### config.mk
export PLATFORM = sky130hd
export DESIGN_NAME = muldiv
export DESIGN_NICKNAME = d
export VERILOG_FILES = /design/src/rtl/muldiv.sv
export SDC_FILE = /design/constraint.sdc
export NUM_CORES = 2
export LEC_CHECK = 0
export CAP_MARGIN = 20
export CORE_MARGIN = 2
export CORE_UTILIZATION = 48
export CTS_BUF_LIST = sky130_fd_sc_hd__clkbuf_4
export DETAILED_ROUTE_END_ITERATION = 16
export PLACE_DENSITY = 0.65
export SYNTH_ARGS = -nofsm -noshare
export SYNTH_HDL_FRONTEND = slang
export SYNTH_SLANG_ARGS = --single-unit
export TNS_END_PERCENT = 30
### constraint.sdc
create_clock -name clk -period 11.75 [get_ports clk]
set_input_delay 2.35 -clock clk [delete_from_list [all_inputs] [get_ports clk]]
set_output_delay 2.35 -clock clk [all_outputs]
set_load 0.03 [all_outputs]
### src/rtl/muldiv.sv
// rtl/muldiv.sv - iterative RV64M multiply/divide unit
// Multi-cycle M-extension unit that sits beside the ALU in execute.
// Multiply is shift-add, one multiplier bit per cycle. Divide is restoring,
// one quotient bit per cycle. Divide by zero and MIN/-1 are resolved when
// the operation is accepted and skip the iteration entirely.
// Optional build macro: MULDIV_FAST_MUL_EN (multiplies complete in one cycle
// through a combinational multiplier; divide unchanged).
// Ports:
//   clk    - clock, rising edge
//   rst    - asynchronous active-high reset
//   start  - request, sampled on clk
//   ir     - M-extension instruction word (OP or OP-32)
//   a, b   - rs1 / rs2 operands, captured with an accepted start
//   busy   - operation in progress, starts ignored
//   done   - one-cycle pulse, result valid from this cycle
//   result - registered result, held until the next done
module muldiv #(
   parameter int XLEN = 64
) (
   input  logic            clk,
   input  logic            rst,
   input  logic            start,
   input  logic [31:0]     ir,
   input  logic [XLEN-1:0] a,
   input  logic [XLEN-1:0] b,
   output logic            busy,
   output logic            done,
   output logic [XLEN-1:0] result
);

   localparam int CW = $clog2(XLEN);
   localparam logic [XLEN-1:0] MIN_NEG = {1'b1, {(XLEN-1){1'b0}}};

   typedef enum logic [1:0] {
      S_IDLE,
      S_CALC,
      S_FIX,
      S_DONE
   } state_t;

   state_t state, state_nx;

   // Iteration state. p holds {high, low}: for multiply {partial product,
   // remaining multiplier bits}, for divide {partial remainder, dividend
   // bits not yet consumed / quotient bits shifted in}.
   logic [2*XLEN-1:0] p;
   logic [XLEN-1:0]   opnd;
   logic [CW-1:0]     cnt;
   logic [2:0]        f3_q;
   logic              w_q;
   logic              neg_q;

   // ---------------- decode ----------------
   logic [6:0] opcode;
   logic [2:0] f3;
   logic       is_op, is_w, legal, accept, bypass;
   logic       unused_ir;

   assign opcode    = ir[6:0];
   assign f3        = ir[14:12];
   assign is_op     = (opcode == 7'b0110011);
   assign is_w      = (XLEN == 64) && (opcode == 7'b0111011);
   assign legal     = (ir[31:25] == 7'b0000001) &&
                      (is_op || (is_w && ((f3 == 3'b000) || f3[2])));
   assign unused_ir = ^{ir[24:15], ir[11:7]};

   // Accept is derived from state rather than busy so the FSM process has
   // no combinational path through its own outputs.
   assign accept = start && legal && ((state == S_IDLE) || (state == S_DONE));

   // ---------------- helpers ----------------
   function automatic logic [XLEN-1:0] sext32(input logic [31:0] v);
      logic [XLEN-1:0] r;
      r       = {XLEN{v[31]}};
      r[31:0] = v;
      return r;
   endfunction

   // prod is the magnitude product aligned at bit 0 (W products included).
   function automatic logic [XLEN-1:0] mul_fix(input logic [2*XLEN-1:0] prod,
                                                input logic neg,
                                                input logic [2:0] fn,
                                                input logic w);
      logic [2*XLEN-1:0] full;
      logic [XLEN-1:0]   r;
      full = neg ? -prod : prod;
      if (w)
         r = sext32(full[31:0]);
      else if (fn == 3'b000)
         r = full[XLEN-1:0];
      else
         r = full[2*XLEN-1:XLEN];
      return r;
   endfunction

   function automatic logic [XLEN-1:0] div_fix(input logic [XLEN-1:0] q,
                                                input logic [XLEN-1:0] rem,
                                                input logic neg,
                                                input logic [2:0] fn,
                                                input logic w);
      logic [XLEN-1:0] v;
      logic [31:0]     v32;
      logic [XLEN-1:0] r;
      v = fn[1] ? rem : q;
      if (w) begin
         v32 = neg ? -v[31:0] : v[31:0];
         r   = sext32(v32);
      end else begin
         r = neg ? -v : v;
      end
      return r;
   endfunction

   // ---------------- operand magnitudes and result sign ----------------
   logic            a_sgn, b_sgn, a_neg, b_neg, neg_res;
   logic [XLEN-1:0] a_mag, b_mag, dividend;

   assign a_sgn   = (f3 == 3'b001) || (f3 == 3'b010) || (f3 == 3'b100) || (f3 == 3'b110);
   assign b_sgn   = (f3 == 3'b001) || (f3 == 3'b100) || (f3 == 3'b110);
   assign a_neg   = a_sgn && (is_w ? a[31] : a[XLEN-1]);
   assign b_neg   = b_sgn && (is_w ? b[31] : b[XLEN-1]);
   // REM takes the dividend's sign; everything else the product of signs.
   assign neg_res = (f3[2] && f3[1]) ? a_neg : (a_neg ^ b_neg);

   always_comb begin
      a_mag = '0;
      b_mag = '0;
      if (is_w) begin
         a_mag[31:0] = a_neg ? -a[31:0] : a[31:0];
         b_mag[31:0] = b_neg ? -b[31:0] : b[31:0];
      end else begin
         a_mag = a_neg ? -a : a;
         b_mag = b_neg ? -b : b;
      end
   end

   // A W dividend starts at the top of the low half so that 32 shifts
   // leave the quotient in bits [31:0].
   assign dividend = is_w ? (a_mag << (XLEN - 32)) : a_mag;

   // ---------------- divide corner cases ----------------
   logic            b_zero, ovf, div_special;
   logic [XLEN-1:0] a_ext, special_val, bypass_val;

   assign b_zero      = is_w ? (b[31:0] == 32'h0) : (b == '0);
   assign ovf         = ((f3 == 3'b100) || (f3 == 3'b110)) &&
                        (is_w ? ((a[31:0] == 32'h8000_0000) && (b[31:0] == 32'hFFFF_FFFF))
                              : ((a == MIN_NEG) && (b == '1)));
   assign a_ext       = is_w ? sext32(a[31:0]) : a;
   assign div_special = f3[2] && (b_zero || ovf);

   always_comb begin
      special_val = '0;
      if (b_zero)
         special_val = f3[1] ? a_ext : '1;
      else
         special_val = f3[1] ? '0 : a_ext;
   end

`ifdef MULDIV_FAST_MUL_EN
   logic [2*XLEN-1:0] fast_prod;
   assign fast_prod  = {{XLEN{1'b0}}, a_mag} * {{XLEN{1'b0}}, b_mag};
   assign bypass     = div_special || !f3[2];
   assign bypass_val = f3[2] ? special_val : mul_fix(fast_prod, neg_res, f3, is_w);
`else
   assign bypass     = div_special;
   assign bypass_val = special_val;
`endif

   // ---------------- one iteration step ----------------
   logic [XLEN:0]     mul_sum, div_t, div_diff;
   logic              div_ge;
   logic [2*XLEN-1:0] mul_next, div_next, mul_aligned;
   logic [XLEN-1:0]   fix_val;

   assign mul_sum  = {1'b0, p[2*XLEN-1:XLEN]} + (p[0] ? {1'b0, opnd} : '0);
   assign mul_next = {mul_sum, p[XLEN-1:1]};

   assign div_t    = {p[2*XLEN-1:XLEN], p[XLEN-1]};
   assign div_ge   = (div_t >= {1'b0, opnd});
   assign div_diff = div_t - {1'b0, opnd};
   assign div_next = {(div_ge ? div_diff[XLEN-1:0] : div_t[XLEN-1:0]), p[XLEN-2:0], div_ge};

   // After only 32 steps a W product still sits XLEN-32 bits up.
   assign mul_aligned = w_q ? (p >> (XLEN - 32)) : p;
   assign fix_val     = f3_q[2] ? div_fix(p[XLEN-1:0], p[2*XLEN-1:XLEN], neg_q, f3_q, w_q)
                                : mul_fix(mul_aligned, neg_q, f3_q, w_q);

   // ---------------- FSM ----------------
   always_ff @(posedge clk or posedge rst) begin
      if (rst)
         state <= S_IDLE;
      else
         state <= state_nx;
   end

   always_comb begin
      state_nx = state;
      busy     = 1'b0;
      done     = 1'b0;
      case (state)
         S_IDLE: begin
            if (accept)
               state_nx = bypass ? S_DONE : S_CALC;
         end
         S_CALC: begin
            busy = 1'b1;
            if (cnt == '0)
               state_nx = S_FIX;
         end
         S_FIX: begin
            busy     = 1'b1;
            state_nx = S_DONE;
         end
         S_DONE: begin
            done = 1'b1;
            if (accept)
               state_nx = bypass ? S_DONE : S_CALC;
            else
               state_nx = S_IDLE;
         end
         default: state_nx = S_IDLE;
      endcase
   end

   // ---------------- datapath ----------------
   always_ff @(posedge clk or posedge rst) begin
      if (rst) begin
         p      <= '0;
         opnd   <= '0;
         cnt    <= '0;
         f3_q   <= '0;
         w_q    <= 1'b0;
         neg_q  <= 1'b0;
         result <= '0;
      end else if (accept) begin
         f3_q  <= f3;
         w_q   <= is_w;
         neg_q <= neg_res;
         cnt   <= is_w ? CW'(31) : CW'(XLEN - 1);
         if (f3[2]) begin
            opnd <= b_mag;
            p    <= {{XLEN{1'b0}}, dividend};
         end else begin
            opnd <= a_mag;
            p    <= {{XLEN{1'b0}}, b_mag};
         end
         if (bypass)
            result <= bypass_val;
      end else if (state == S_CALC) begin
         p   <= f3_q[2] ? div_next : mul_next;
         cnt <= cnt - CW'(1);
      end else if (state == S_FIX) begin
         result <= fix_val;
      end
   end

endmodule

==> results.py <==
metrics = {
    "outcome": {
        "status": "finished, final reports clean",
    },
    "synthesis": {
        "yosysWarnings": 0,
        "syn_nets": 5423,
        "synth_cell_types": 99,
        "yosys.area.top_type": "dfrtp_1",
        "async_reset_ff_share_pct": 100,
        "synth_seq_cells": 269,
        "yosysSeqAreaShare_pct": 18.7,
        "postSynthAreaPerCell_um2": 7.05,
        "synth_flop_cell": "dfrtp_1",
        "syn_area_um2": 36100,
        "synth-edff-count": 0,
        "synth_cells": 5118,
        "synth_top_area_share_pct": 18.7,
        "ys_top_cells_by_area": "dfrtp_1 (19%), a21oi_1 (7.6%), o21ai_0 (6.9%)",
    },
    "placement": {
        "dp_hpwl_um": 150000,
        "dp.cells": 5977,
        "io_buffer_count": 213,
        "gp_congestion": 1.10,
    },
    "floorplanning": {
        "fp.dieW_um": 278,
        "num_rows": 100,
        "design.die.area_um2": 77400,
        "fp.coreArea_um2": 74400,
        "fp.dieH_um": 278,
        "num_io_pins": 229,
        "initial_core_util_pct": 48.5,
    },
    "sta": {
        "post-route-period-util_pct": 57.9,
        "finalClockSkew_ps": 87.3,
        "fmax_mhz": 147,
        "hold_viol": 0,
        "maxSlewViolCount": 0,
        "setup_violations": 0,
        "finalCriticalPeriod_ps": 6810,
        "tightest_slew_ps": 1330,
        "rsz0062_at_grt": "no",
        "slew_headroom_pct": 10.4,
        "finalSetupTns_ps": 0,
    },
    "cells_and_area": {
        "final_cell_mix": "a21oi_1 (546), nand2_1 (498), o21ai_0 (494)",
        "regArea_um2": 6750,
        "multi_input_area_um2": 27100,
        "final_common_cell": "a21oi_1",
        "fill_cells": 7527,
        "area_delta_synth_final_pct": 10.7,
        "final_nets": 5412,
        "fin_cells": 6149,
        "drive_gt1_share_pct": 7.87,
    },
    "setup_path": {
        "critPathArrivalTime_ps": 7620,
        "worstPathRequired_ps": 12560,
        "worstSetupStartpointType": "input pin",
        "r2r-start": "p[76]$_DFFE_PP0P_",
        "cp-endpoint": "result[33]$_DFFE_PP0P_",
        "path_max_fanout": 29,
        "r2r_cells": 13,
        "r2r_end": "p[80]$_DFFE_PP0P_",
        "path_class": "in -> reg",
        "r2r_setup_slack_ps": 5460,
        "end_kind": "flop",
        "setup.worst_path.start": "a[16]",
    },
    "grt": {
        "grt_antenna_before_repair": 19,
        "grt_use_met2_pct": 69.8,
        "first_global_vias": 39500,
        "grt_use_total_pct": 49.3,
        "grt_use_met3_pct": 19.1,
        "grt_max_degree": 103,
        "grt_pass1_wl_um": 279000,
        "busiest_layer": "met2",
        "met1_usage_pct": 60.3,
        "overflow": 0,
    },
    "cts": {
        "cts_buffers": 88,
        "cts_setup_buffers": 0,
        "cts.sinks": 269,
        "path_clk_slew_ps": 60,
        "cts_tree": "done",
        "clkLatencyLatePin_ps": 980,
        "h-tree-depth": 3,
        "cts_hold_buf": 0,
        "cts-root-buf": "clkbuf_4",
        "cts-resized-gates": 0,
        "cts_max_path_buffers": 3,
    },
    "power": {
        "vdd_ir_drop_max_uv": 136,
        "power_density_nw_per_um2": 252,
        "p_leak_uw": 0.0150,
    },
    "routing": {
        "vias": 42700,
        "drc": 0,
        "routed_wl_um": 197000,
        "drt-pass1-iter-count": 10,
        "ant_nets": 0,
        "wl_per_cell_um": 32.0,
        "viasPerCell": 6.95,
        "drtIter0Drc": 6210,
    },
    "run": {
        "maxCapViolations": 0,
    },
    "hold_path": {
        "hold_depth": 2,
        "hold_class": "reg -> reg",
    },
}
## sequential cells by signal, summed over array words and instances, names as in the netlist
signal  flops
cnt         6
f3_q        3
state       2
result     64
neg_q       1
opnd       64
w_q         1
p         128
## synthesized netlist by cell type (12+ instances only)
| cell | n |
|---|---|
| a211oi_1 | 51 |
| a21o_1 | 78 |
| a21oi_1 | 546 |
| a221oi_1 | 28 |
| a22oi_1 | 13 |
| a31oi_1 | 51 |
| and2_1 | 86 |
| and3_1 | 15 |
| buf_1 | 45 |
| buf_2 | 35 |
| buf_4 | 12 |
| clkbuf_1 | 356 |
| dfrtp_1 | 269 |
| ha_1 | 140 |
| inv_1 | 135 |
| maj3_1 | 31 |
| mux2_2 | 30 |
| mux2i_1 | 223 |
| nand2_1 | 499 |
| nand2b_1 | 24 |
| nand3_1 | 91 |
| nand4_1 | 84 |
| nor2_1 | 441 |
| nor2b_1 | 26 |
| nor3_1 | 182 |
| nor3b_1 | 47 |
| nor4_1 | 49 |
| o211ai_1 | 61 |
| o21a_1 | 31 |
| o21ai_0 | 495 |
| o21bai_1 | 24 |
| o221ai_1 | 21 |
| o22ai_1 | 71 |
| o31ai_1 | 61 |
| o41ai_1 | 19 |
| or2_2 | 24 |
| or3_1 | 46 |
| or4_1 | 26 |
| xnor2_1 | 240 |
| xor2_1 | 172 |
## critical path, stage by stage
cell and delay [ps]:
clkdlybuf4s50_1 560, or4_1 630, or4_4 550, nor3_4 300
nand2_1 120, o32a_1 410, o311ai_1 540, and3_1 520
buf_4 430, nand2_1 170, o21ai_0 850, a21oi_1 160
## area by class of cell
type	instances	share of cell area (%)
tap	969	3.04
sequential	269	16.9
multi-input combinational	4258	67.9
inverter	139	1.33
timing repair buffer	351	7.99
clock buffer	124	2.33
antenna	6	0.0376
clock inverter	33	0.523
## kinds of logic after synthesis
family	count (synthesis)	synth area share, %
AO/OA/AOI/OAI	1697	28.5
XOR/XNOR	412	10.0
adder cells (fa/ha/maj)	173	5.82
buffers and inverters	591	6.48
flip-flops	269	18.7
multiplexers	253	7.12
AND/OR/NAND/NOR	1723	23.4
## metrics by stage
stage / setup WS (ps) / utilization, % / hold WS (ps) / total power, uW / cell area [um2]
6_report: 4940 / 53.6 / 486 / 10100 / 39900
5_1_grt: 4890 / 53.6 / 513 / 10500 / 39900
4_1_cts: 5230 / 53.5 / 484 / 9720 / 39800
3_5_place_dp: 4240 / 52.0 / 469 / 8620 / 38700
3_3_place_gp: 4260 / 51.9 / 465 / 8570 / 38700
2_1_floorplan: 1990 / - / 463 / 6140 / 36100
## layer usage
layer | wire [um] | up-vias
met2 | 78400 | 3063
met3 | 26900 | 805
met5 | 221 | -
li1 | - | 18700
met1 | 73400 | 20200
met4 | 17700 | 18
## how the worst min path moves through the flow
| stage | start | slack [ps] | endpoint |
|---|---|---|---|
| after floorplan | opnd[11]$_DFFE_PP0P_ | 460 | opnd[11]$_DFFE_PP0P_ |
| after global routing | result[18]$_DFFE_PP0P_ | 510 | result[18]$_DFFE_PP0P_ |
| final | result[0]$_DFFE_PP0P_ | 490 | result[0]$_DFFE_PP0P_ |
| after CTS | result[15]$_DFFE_PP0P_ | 480 | result[15]$_DFFE_PP0P_ |
| after global placement | result[18]$_DFFE_PP0P_ | 470 | result[18]$_DFFE_PP0P_ |
| after detailed placement | result[15]$_DFFE_PP0P_ | 470 | result[15]$_DFFE_PP0P_ |
## report_power, final
| part | internal [uW] | switching (uW) | total, uW | leakage (uW) |
|---|---|---|---|---|
| clock | 533 | 534 | 1070 | 0.000669 |
| sequential | 1270 | 825 | 2090 | 0.00299 |
| combinational | 2470 | 4440 | 6910 | 0.0114 |
Note: power is estimated with default switching activity, not from simulation.
